==> src/rtl/synth_ctrl_regs_if.sv <==
// Avalon-MM slave bundle for the synth control register block.
// master drives addr/byte-enable/read/write/cs/writedata; slave returns readdata.
interface synth_ctrl_regs_if;
  logic [7:0]  AVL_ADDR;
  logic [3:0]  AVL_BYTE_EN;
  logic        AVL_READ;
  logic        AVL_WRITE;
  logic        AVL_CS;
  logic [31:0] AVL_WRITEDATA;
  logic [31:0] AVL_READDATA;

  modport master (
    output AVL_ADDR, AVL_BYTE_EN, AVL_READ,
    output AVL_WRITE, AVL_CS, AVL_WRITEDATA,
    input  AVL_READDATA
  );

  modport slave (
    input  AVL_ADDR, AVL_BYTE_EN, AVL_READ,
    input  AVL_WRITE, AVL_CS, AVL_WRITEDATA,
    output AVL_READDATA
  );
endinterface

==> src/rtl/synth_ctrl_regs.sv <==
// Double-banked synth voice settings: CPU writes shadow, a commit copies
// shadow->active on the next SAMPLE_TICK so all outputs change atomically.
// Ports: CLK, RESET (sync, active-high), SAMPLE_TICK, avl (Avalon slave),
// SHAPE0/1, ATTACK/DECAY/SUSTAIN/RLEASE, KEY/FREQ/AMP1/AMP0 (voice v at
// slice v), COMMIT_BUSY, IRQ.
// Macro SYNTH_CTRL_IRQ_EN: enables IE bit and registered IRQ = IE & DONE.
module synth_ctrl_regs #(
  parameter int NUM_VOICES = 4,
  parameter int FREQ_W     = 7
) (
  input  logic                         CLK,
  input  logic                         RESET,
  input  logic                         SAMPLE_TICK,
  synth_ctrl_regs_if.slave             avl,
  output logic [1:0]                   SHAPE0,
  output logic [1:0]                   SHAPE1,
  output logic [15:0]                  ATTACK,
  output logic [15:0]                  DECAY,
  output logic [15:0]                  SUSTAIN,
  output logic [15:0]                  RLEASE,
  output logic [NUM_VOICES-1:0]        KEY,
  output logic [FREQ_W*NUM_VOICES-1:0] FREQ,
  output logic [16*NUM_VOICES-1:0]     AMP1,
  output logic [16*NUM_VOICES-1:0]     AMP0,
  output logic                         COMMIT_BUSY,
  output logic                         IRQ
);

  localparam int VW = (NUM_VOICES > 1) ? $clog2(NUM_VOICES) : 1;

  typedef struct packed {
    logic [1:0]                         shape0;
    logic [1:0]                         shape1;
    logic [15:0]                        attack;
    logic [15:0]                        decay;
    logic [15:0]                        sustain;
    logic [15:0]                        rlease;
    logic [NUM_VOICES-1:0]              key;
    logic [NUM_VOICES-1:0][FREQ_W-1:0]  freq;
    logic [NUM_VOICES-1:0][15:0]        amp1;
    logic [NUM_VOICES-1:0][15:0]        amp0;
  } bank_t;

  typedef enum logic [1:0] {
    IDLE,
    PENDING,
    COPY
  } state_t;

  bank_t       shadow_q, shadow_d;
  bank_t       active_q, active_d;
  state_t      state_q, state_d;
  logic        done_q, done_d;
  logic [31:0] rdata_q, rdata_d;
  logic        ie_q;

  logic          wr, rd;
  logic [3:0]    grp, vidx;
  logic [VW-1:0] vi;
  logic          v_ok;
  logic          is_glb, is_key, is_frq, is_am1, is_am0;
  logic [31:0]   rval, wval;
  logic          commit_req, done_clr;

  function automatic logic [31:0] merge(
    input logic [31:0] old,
    input logic [31:0] wd,
    input logic [3:0]  be
  );
    logic [31:0] r;
    for (int b = 0; b < 4; b++)
      r[8*b +: 8] = be[b] ? wd[8*b +: 8] : old[8*b +: 8];
    return r;
  endfunction

`ifdef SYNTH_CTRL_IRQ_EN
  logic ie_d, irq_q;

  always_ff @(posedge CLK) begin
    if (RESET) begin
      ie_q  <= 1'b0;
      irq_q <= 1'b0;
    end else begin
      ie_q  <= ie_d;
      irq_q <= ie_q & done_q;
    end
  end

  assign IRQ = irq_q;
`else
  assign ie_q = 1'b0;
  assign IRQ  = 1'b0;
`endif

  always_comb begin
    wr     = avl.AVL_WRITE & avl.AVL_CS;
    rd     = avl.AVL_READ & avl.AVL_CS;
    grp    = avl.AVL_ADDR[7:4];
    vidx   = avl.AVL_ADDR[3:0];
    vi     = vidx[VW-1:0];
    v_ok   = 32'(vidx) < NUM_VOICES;
    is_glb = avl.AVL_ADDR[7:3] == 5'd0;
    is_key = (grp == 4'h4) && v_ok;
    is_frq = (grp == 4'h5) && v_ok;
    is_am1 = (grp == 4'h6) && v_ok;
    is_am0 = (grp == 4'h7) && v_ok;

    rval = '0;
    unique case (1'b1)
      is_glb: begin
        case (avl.AVL_ADDR[2:0])
          3'd0: rval = 32'(shadow_q.shape0);
          3'd1: rval = 32'(shadow_q.shape1);
          3'd2: rval = 32'(shadow_q.attack);
          3'd3: rval = 32'(shadow_q.decay);
          3'd4: rval = 32'(shadow_q.sustain);
          3'd5: rval = 32'(shadow_q.rlease);
          3'd6: rval = {30'd0, ie_q, 1'b0};
          default: rval = {30'd0, done_q, COMMIT_BUSY};
        endcase
      end
      is_key: rval = 32'(shadow_q.key[vi]);
      is_frq: rval = 32'(shadow_q.freq[vi]);
      is_am1: rval = 32'(shadow_q.amp1[vi]);
      is_am0: rval = 32'(shadow_q.amp0[vi]);
      default: rval = '0;
    endcase

    // old value is the zero-extended shadow, so unwritten lanes keep it
    wval       = merge(rval, avl.AVL_WRITEDATA, avl.AVL_BYTE_EN);
    shadow_d   = shadow_q;
    commit_req = 1'b0;
    done_clr   = 1'b0;
`ifdef SYNTH_CTRL_IRQ_EN
    ie_d = ie_q;
`endif

    if (wr) begin
      unique case (1'b1)
        is_glb: begin
          case (avl.AVL_ADDR[2:0])
            3'd0: shadow_d.shape0  = wval[1:0];
            3'd1: shadow_d.shape1  = wval[1:0];
            3'd2: shadow_d.attack  = wval[15:0];
            3'd3: shadow_d.decay   = wval[15:0];
            3'd4: shadow_d.sustain = wval[15:0];
            3'd5: shadow_d.rlease  = wval[15:0];
            3'd6: begin
              commit_req = wval[0];
`ifdef SYNTH_CTRL_IRQ_EN
              ie_d = wval[1];
`endif
            end
            default: done_clr = avl.AVL_BYTE_EN[0] & avl.AVL_WRITEDATA[1];
          endcase
        end
        is_key: shadow_d.key[vi]  = wval[0];
        is_frq: shadow_d.freq[vi] = wval[FREQ_W-1:0];
        is_am1: shadow_d.amp1[vi] = wval[15:0];
        is_am0: shadow_d.amp0[vi] = wval[15:0];
        default: ;
      endcase
    end

    rdata_d = rd ? rval : rdata_q;

    state_d  = state_q;
    active_d = active_q;
    unique case (state_q)
      IDLE:    if (commit_req) state_d = PENDING;
      PENDING: if (SAMPLE_TICK) state_d = COPY;
      COPY: begin
        // pre-write shadow, so a write landing this cycle waits for next commit
        active_d = shadow_q;
        state_d  = IDLE;
      end
      default: state_d = IDLE;
    endcase

    done_d = (done_q & ~done_clr) | (state_q == COPY);
  end

  always_ff @(posedge CLK) begin
    if (RESET) begin
      shadow_q <= '0;
      active_q <= '0;
      state_q  <= IDLE;
      done_q   <= 1'b0;
      rdata_q  <= '0;
    end else begin
      shadow_q <= shadow_d;
      active_q <= active_d;
      state_q  <= state_d;
      done_q   <= done_d;
      rdata_q  <= rdata_d;
    end
  end

  assign avl.AVL_READDATA = rdata_q;
  assign COMMIT_BUSY      = state_q != IDLE;
  assign SHAPE0           = active_q.shape0;
  assign SHAPE1           = active_q.shape1;
  assign ATTACK           = active_q.attack;
  assign DECAY            = active_q.decay;
  assign SUSTAIN          = active_q.sustain;
  assign RLEASE           = active_q.rlease;
  assign KEY              = active_q.key;
  assign FREQ             = active_q.freq;
  assign AMP1             = active_q.amp1;
  assign AMP0             = active_q.amp0;

endmodule

==> src/flat_wrapper.sv <==
// flat-port wrapper written by rule: the top's interface ports become plain ports
module synth_ctrl_regs_flat 
#(
  parameter int NUM_VOICES = 4,
  parameter int FREQ_W     = 7
)
  (CLK, RESET, SAMPLE_TICK, SHAPE0, SHAPE1, ATTACK, DECAY, SUSTAIN, RLEASE, KEY, FREQ, AMP1, AMP0, COMMIT_BUSY, IRQ, avl_AVL_ADDR, avl_AVL_BYTE_EN, avl_AVL_READ, avl_AVL_WRITE, avl_AVL_CS, avl_AVL_WRITEDATA, avl_AVL_READDATA);
  synth_ctrl_regs_if avl_i ();
  input  logic CLK;
  input  logic RESET;
  input  logic SAMPLE_TICK;
  output logic [1:0] SHAPE0;
  output logic [1:0] SHAPE1;
  output logic [15:0] ATTACK;
  output logic [15:0] DECAY;
  output logic [15:0] SUSTAIN;
  output logic [15:0] RLEASE;
  output logic [NUM_VOICES-1:0] KEY;
  output logic [FREQ_W*NUM_VOICES-1:0] FREQ;
  output logic [16*NUM_VOICES-1:0] AMP1;
  output logic [16*NUM_VOICES-1:0] AMP0;
  output logic COMMIT_BUSY;
  output logic IRQ;
  input wire logic [$bits(avl_i.AVL_ADDR)-1:0] avl_AVL_ADDR;
  input wire logic [$bits(avl_i.AVL_BYTE_EN)-1:0] avl_AVL_BYTE_EN;
  input wire logic [$bits(avl_i.AVL_READ)-1:0] avl_AVL_READ;
  input wire logic [$bits(avl_i.AVL_WRITE)-1:0] avl_AVL_WRITE;
  input wire logic [$bits(avl_i.AVL_CS)-1:0] avl_AVL_CS;
  input wire logic [$bits(avl_i.AVL_WRITEDATA)-1:0] avl_AVL_WRITEDATA;
  output wire logic [$bits(avl_i.AVL_READDATA)-1:0] avl_AVL_READDATA;
  assign avl_i.AVL_ADDR = avl_AVL_ADDR;
  assign avl_i.AVL_BYTE_EN = avl_AVL_BYTE_EN;
  assign avl_i.AVL_READ = avl_AVL_READ;
  assign avl_i.AVL_WRITE = avl_AVL_WRITE;
  assign avl_i.AVL_CS = avl_AVL_CS;
  assign avl_i.AVL_WRITEDATA = avl_AVL_WRITEDATA;
  assign avl_AVL_READDATA = avl_i.AVL_READDATA;
  synth_ctrl_regs #(.NUM_VOICES(NUM_VOICES), .FREQ_W(FREQ_W)) u_core (.CLK(CLK), .RESET(RESET), .SAMPLE_TICK(SAMPLE_TICK), .avl(avl_i), .SHAPE0(SHAPE0), .SHAPE1(SHAPE1), .ATTACK(ATTACK), .DECAY(DECAY), .SUSTAIN(SUSTAIN), .RLEASE(RLEASE), .KEY(KEY), .FREQ(FREQ), .AMP1(AMP1), .AMP0(AMP0), .COMMIT_BUSY(COMMIT_BUSY), .IRQ(IRQ));
endmodule
==> config.mk <==
export PLATFORM = sky130hd
export DESIGN_NAME = synth_ctrl_regs_flat
export DESIGN_NICKNAME = d
export VERILOG_FILES = /design/src/rtl/synth_ctrl_regs_if.sv /design/src/rtl/synth_ctrl_regs.sv /design/src/flat_wrapper.sv
export SDC_FILE = /design/constraint.sdc
export NUM_CORES = 1
export LEC_CHECK = 0
export ABC_CLOCK_PERIOD_IN_PS = 3830
export BUFFER_PORTS_ARGS = -buffer_cell sky130_fd_sc_hd__buf_4
export CAP_MARGIN = 20
export CORE_UTILIZATION = 40
export CTS_BUF_LIST = sky130_fd_sc_hd__clkbuf_16
export DETAILED_ROUTE_END_ITERATION = 10
export MAX_ROUTING_LAYER = met4
export PLACE_DENSITY = 0.62
export SYNTH_ARGS = -nofsm -noshare
export SYNTH_HDL_FRONTEND = slang
export SYNTH_SLANG_ARGS = --single-unit
==> constraint.sdc <==
create_clock -name CLK -period 3.83 [get_ports CLK]
set_clock_uncertainty 0.2 [all_clocks]
set_input_delay 0.383 -clock CLK [delete_from_list [all_inputs] [get_ports CLK]]
set_output_delay 0.383 -clock CLK [all_outputs]
set_load 0.01 [all_outputs]
======== Word level (Yosys, flattened, before mapping) ========
Cells that the tools add are included.
cells by class
  mux-type cells .......................... 31
  equal/unequal tests ..................... 14
  bitwise logic cells ..................... 6
  reductions and logical operators ........ 21
  $lt $le $gt $ge ......................... 3
operators with widths
  operator              number
  $bwmux W64            2
  $pmux W16 S7          1
  $pmux W16 S5          1
  $bmux W16 S2          2
  $mux W16              3
  $demux W16 S2         1
  $bwmux W28            1
  $reduce_and A3 Y1     6
  $eq A4 B3 Y1 const B  4
  $mux W8               2
  $bmux W7 S2           1
  $demux W7 S2          1
  $mux W7               2
  $reduce_and A2 Y1     5
  $eq A3 B3 Y1 const B  3
  $mux W1               8
  $reduce_or A7 Y1      1
  $eq A3 B2 Y1 const B  2
  $logic_and A1 B1 Y1   5
  $logic_not A5 Y1      1
  $and A1 B1 Y1         4
  $bwmux W4             1
  $lt A4 B3 Y1 const B  1
  $mux W2               2
  other kinds (15)      15
storage, ports and cells
  logic and storage cells ................. 116
  bits in registers ....................... 491
  input bits .............................. 50
  output and inout bits ................... 262

======== Logic depth before layout (Yosys ltp) ========
  depth in word-level cells ............... 9
  mapped depth ............................ 10
  mapped depth without buffers ............ 5

======== Least setup slack after synthesis ========
No wires, ideal clock.
  kind .................................... input port to flip-flop
  start ................................... input port avl_AVL_ADDR[5]
  end ..................................... register u_core.shadow_q[47] in the netlist's numbering
  setup time .............................. 70 ps
  slack ................................... 1,163 ps
  stages .................................. 10
  arrival time ............................ 2,397 ps
  data required time ...................... 3,560 ps
  path buffers ............................ 5
  cells stage by stage .................... buf_6 -> or4_1 -> buf_2 -> or3b_1 -> buf_6 -> buf_6 -> o211ai_2 -> buf_6 -> o211ai_2 -> a21oi_2
between the ends
  cells in the longest elaborated chain, start to end .. 5
  elaborated cells on any way between the ends .. 13
  those cells by class .................... eq/ne (4); mux (3); reduce/logical (6)
ends and longest elaborated chain
  item                                    line                    RTL
  start: declaration                      flat_wrapper.sv:24      input wire logic [$bits(avl_i.AVL_ADDR)-1:0] avl_AVL_ADDR;
  $eq A4 B3 Y1 (on tied branches)         n/a
  $logic_and A1 B1 Y1 (on tied branches)  n/a
  $pmux W16 S5                            synth_ctrl_regs.sv:109  unique case (1'b1)
  $mux W8                                 synth_ctrl_regs.sv:72   r[8*b +: 8] = be[b] ? wd[8*b +: 8] : old[8*b +: 8];
  $bwmux W64                              synth_ctrl_regs.sv:160  is_am0: shadow_d.amp0[vi] = wval[15:0];
  end signal: assignment                  synth_ctrl_regs.sv:191  shadow_q <= shadow_d;
  end: declaration                        synth_ctrl_regs.sv:50   bank_t shadow_q, shadow_d;
Several ways; a longest one is shown, not always the timed one.
A chain may end at the register's enable or synchronous reset.

======== Final worst setup path ========
  start ................................... input port avl_AVL_ADDR[0]
  end ..................................... register u_core.shadow_q[105] in the netlist's numbering
between the ends
  cells in the longest elaborated chain, start to end .. 5
  elaborated cells on any way between the ends .. 26
  those cells by class .................... order compare (3); eq/ne (6); mux (10); reduce/logical (7)
ends and longest elaborated chain
  item                                             line                                            RTL
  $lt A4 B3 Y1 (tied with other cells)             synth_ctrl_regs.sv:101                          v_ok = 32'(vidx) < NUM_VOICES;
  $logic_and A1 B1 Y1 (tied with other cells)      synth_ctrl_regs.sv:106                          is_am0 = (grp == 4'h7) && v_ok;
  $pmux W16 S5 / $mux W16 (equally long branches)  synth_ctrl_regs.sv:109, synth_ctrl_regs.sv:159
  $mux W8 / $demux W16 S2 (equally long branches)  n/a
  $bwmux W64                                       synth_ctrl_regs.sv:159                          is_am1: shadow_d.amp1[vi] = wval[15:0];
Several ways; a longest one is shown, not always the timed one. The select of a mux whose other input is x is not followed.

==> summary.md <==
| Metric | Value |
|---|---|
| Layout Nets | `about 2600` |
| Cell Chain, Critical Path | `buf_4 > buf_4 > buf_4 > nor4bb_1 > a2111oi_0 > buf_4 > o211ai_1 > buf_4 > o211ai_1 > a21oi_1` |
| Register Area | `around 9500 um^2` |
| R2R Setup Slk | `between 1 and 1.5 ns` |
| Share of the clock period used by the worst path | `75.1%` |
| Setup Buffers After CTS | `0` |
| TritonCTS clock tree | `built` |
| Pwr/cell area | `418 nW/um^2` |
| Mean Syn Cell Area | `8.56 um^2` |
| Clock-pin slew on the worst setup and hold paths | `~0.06 ns` |
| Worst EP required | `roughly 4.1 ns` |
| Flop and latch count out of synthesis | `around 480` |
| Non-Filler Instances | `around 3300` |
| Final Critical Period | `2.88 ns` |
| Achievable Freq | `roughly 350 MHz` |
| TNS Setup | `0 ns` |
| Syn Inst Count | `between 2000 and 2500` |
| Initial DRC Count | `1955` |
| # H-tree levels | `2` |
| Most frequent cells in the layout | `nand2_1 (674), dfxtp_1 (475), a21oi_1 (368)` |
| Initial Util | `about two fifths` |
| Die Ht | `228 um` |
| Fill count | `4835` |
| Ant. Diodes | `0` |
| Syn. warnings | `0` |
| Root Driver | `clkbuf_16` |
| Critical path's largest stage delay | `approximately 0.8 ns` |
| Most common cell after layout, fill and taps aside | `nand2_1` |
| First-pass GRT wire length | `114000 um` |
| Vias | `around 19000` |
| IO Count | `about 310` |
| Sequential fraction of the synthesis area | `46.5%` |
| WS Path Type | `in2reg` |
| Post-synth EDFFs | `0` |
| HPWL after DPL | `roughly 53000 um` |
| DRC viols | `0` |
| All-Layer GR Usage | `between 20% and 30%` |
| Critical Path Fanout Max | `31` |
| Max Transition Viols Final | `0` |
| Max IR drop VDD | `approximately 0.28 mV` |
| Slew @ Worst Pin | `approximately 1 ns` |
| Asr flop ratio synth | `0%` |
| Max transition margin | `32.0%` |
| Initial antenna violation count | `0` |
| Pin count of the biggest net entering global routing | `roughly 120` |
| Clock Path Buffers | `3` |
| Pleak | `between 8 and 9 nW` |
| CORE AREA | `between 50000 and 60000 um^2` |
| WP data arrival | `3.14 ns` |
| Largest delay contributor family on the critical path | `buffers and inverters` |
| Final ANT Viol Nets | `0` |
| GRT overflow | `0` |
| Primary FF master, synth | `dfxtp_1` |
| WL per Instance | `23.0 um` |
| Post-CTS Resized | `0` |
| Dpl cells | `3200` |
| CP max stage cell | `a2111oi_0` |
| Hold crit path type | `in2reg` |
| Endpoint class of the critical path | `flip-flop` |
| Share of cells above drive strength 1 | `around a quarter` |
| Crit start category | `primary input` |
| Number of global-route vias before repair | `about 18000` |
| Vias per inst | `just under 6` |
| Final Wtd Congestion | `roughly 0.94` |
| Max-cap violations | `0` |
| Worst path bufs/invs | `5` |
| Post-synth cell types | `60` |
| IO Port Bufs | `276` |
| Clock Latency Late Sink | `about 0.6 ns` |
| Syn Std Cell Area | `between 20000 and 25000 um^2` |
| Num Clock Sinks | `475` |
| Number of buffers created by CTS | `just over 50` |
| Fin. Hold Viols | `0` |
| RSZ-0062 raised after global routing | `false` |
| Die W | `approximately 230 um` |
| Area grow syn2layout | `20.8%` |
| Row cnt | `82` |
| Final number of setup-violating endpoints | `0` |
| Cell repeated most along the worst path | `buf_4` |
| Area of the multi-input gates | `9920 um^2` |
| DRT Pass-1 Iters | `5` |
| Worst hold slack | `between 0.02 and 0.025 ns` |
| DRT Wirelength | `roughly 76000 um` |
| Status | `finished clean` |
| DIE AREA | `52000 um^2` |
[area by class of cell]
type	instances	share of cell area [%]
repair buffers	364	11.3
well taps	672	3.40
flip-flops and latches	475	38.5
inverters	4	0.0608
clock buffers	51	5.17
clock inverters	40	1.41
multi-input cells	1686	40.1
[worst register-to-register path, delay by kind of cell, from the launching register on]
family	cells	cell delay, ns
AOI/OAI and AO/OA	3	1.01
buffers and inverters	2	0.52
DFF	1	0.40
and+or+nand+nor	2	0.33
[report_power, final]
group | internal [mW] | switching [mW] | leakage [nW]
clock network | 2.82 | 2.09 | 0.832
logic | 0.111 | 0.332 | 3.75
registers | 4.95 | 0.0107 | 3.83
[path summary, 6_finish.rpt]
path                        start  cells after the start              endpoint
max               avl_AVL_ADDR[0]                     10  u_core.shadow_q[105]
min          avl_AVL_WRITEDATA[1]                      6         u_core.done_q
max reg2reg  u_core.shadow_q[174]                      7   u_core.shadow_q[62]
min reg2reg      u_core.ATTACK[9]                      2      u_core.ATTACK[9]
[through the flow]
step / instance area, um^2 / worst slack, ns / util, % / power, mW
after floorplan: 20500 / 1.16 / - / 5.36
after global placement: 23100 / 0.414 / 45.9 / 5.50
after detailed placement: 23100 / 0.384 / 45.9 / 5.50
after CTS: 24700 / 0.994 / 49.1 / 10.4
after global routing: 24700 / 0.753 / 49.1 / 10.6
final: 24700 / 0.955 / 49.1 / 10.3
[flip-flops by register name, indices dropped and copies added, names as in the netlist, 4 cells and up]
signal,cells
u_core.AMP1,64
u_core.ATTACK,16
u_core.FREQ,28
u_core.avl.AVL_READDATA,16
u_core.SUSTAIN,16
u_core.RLEASE,16
u_core.DECAY,16
u_core.shadow_q,228
u_core.AMP0,64
u_core.KEY,4
[synthesized netlist by cell type (3+ instances only)]
master	instances	area [um^2]
nand3b_1	21	158
and3_1	6	37.5
clkbuf_1	157	589
nor4bb_1	9	90.1
nand2b_1	20	125
buf_4	25	188
a311oi_1	7	61.3
nand3_2	40	400
o311ai_1	11	96.3
nor4_1	9	56.3
and2_1	3	18.8
inv_1	3	11.3
o31ai_1	7	52.6
o311ai_0	76	666
nor3b_1	4	30.0
o21ai_0	28	140
nand2_1	674	2530
nor3_1	30	150
nand3_1	60	300
o2111ai_2	4	60.1
a21oi_1	368	1840
mux4_2	40	901
a21oi_2	59	517
nor2_1	39	146
nor3_2	3	30.0
buf_6	14	158
buf_2	33	165
and4b_1	18	180
o211ai_2	20	250
a21oi_4	4	65.1
o211ai_1	45	338
o2111a_1	4	45.0
mux2i_1	7	70.1
nor2b_1	6	37.5
buf_1	11	41.3
dfxtp_1	475	9510
a22oi_1	10	75.1
and3b_1	4	35.0
a2111oi_0	9	78.8
[logic make-up after synthesis]
group | synth area share, %
flip-flops | 46.5
AND/OR/NAND/NOR | 21.6
buffers and inverters | 5.65
multiplexers | 4.80
AO/OA/AOI/OAI | 21.4
other | 0.0183
[routing by layer]
| layer | GRT usage, % | wire (um) |
|---|---|---|
| met3 | 4.59 | 5330 |
| met5 | - | 0 |
| met4 | 14.6 | 3650 |
| met1 | 37.8 | 32200 |
| met2 | 43.9 | 34600 |
[what timing repair did]
item	4_1_cts	5_1_grt
endpoints found under the hold margin	2	0
hold buffers	1	0
endpoints found under the setup margin	0	0
No activity file was read; power rests on OpenSTA's default activity.
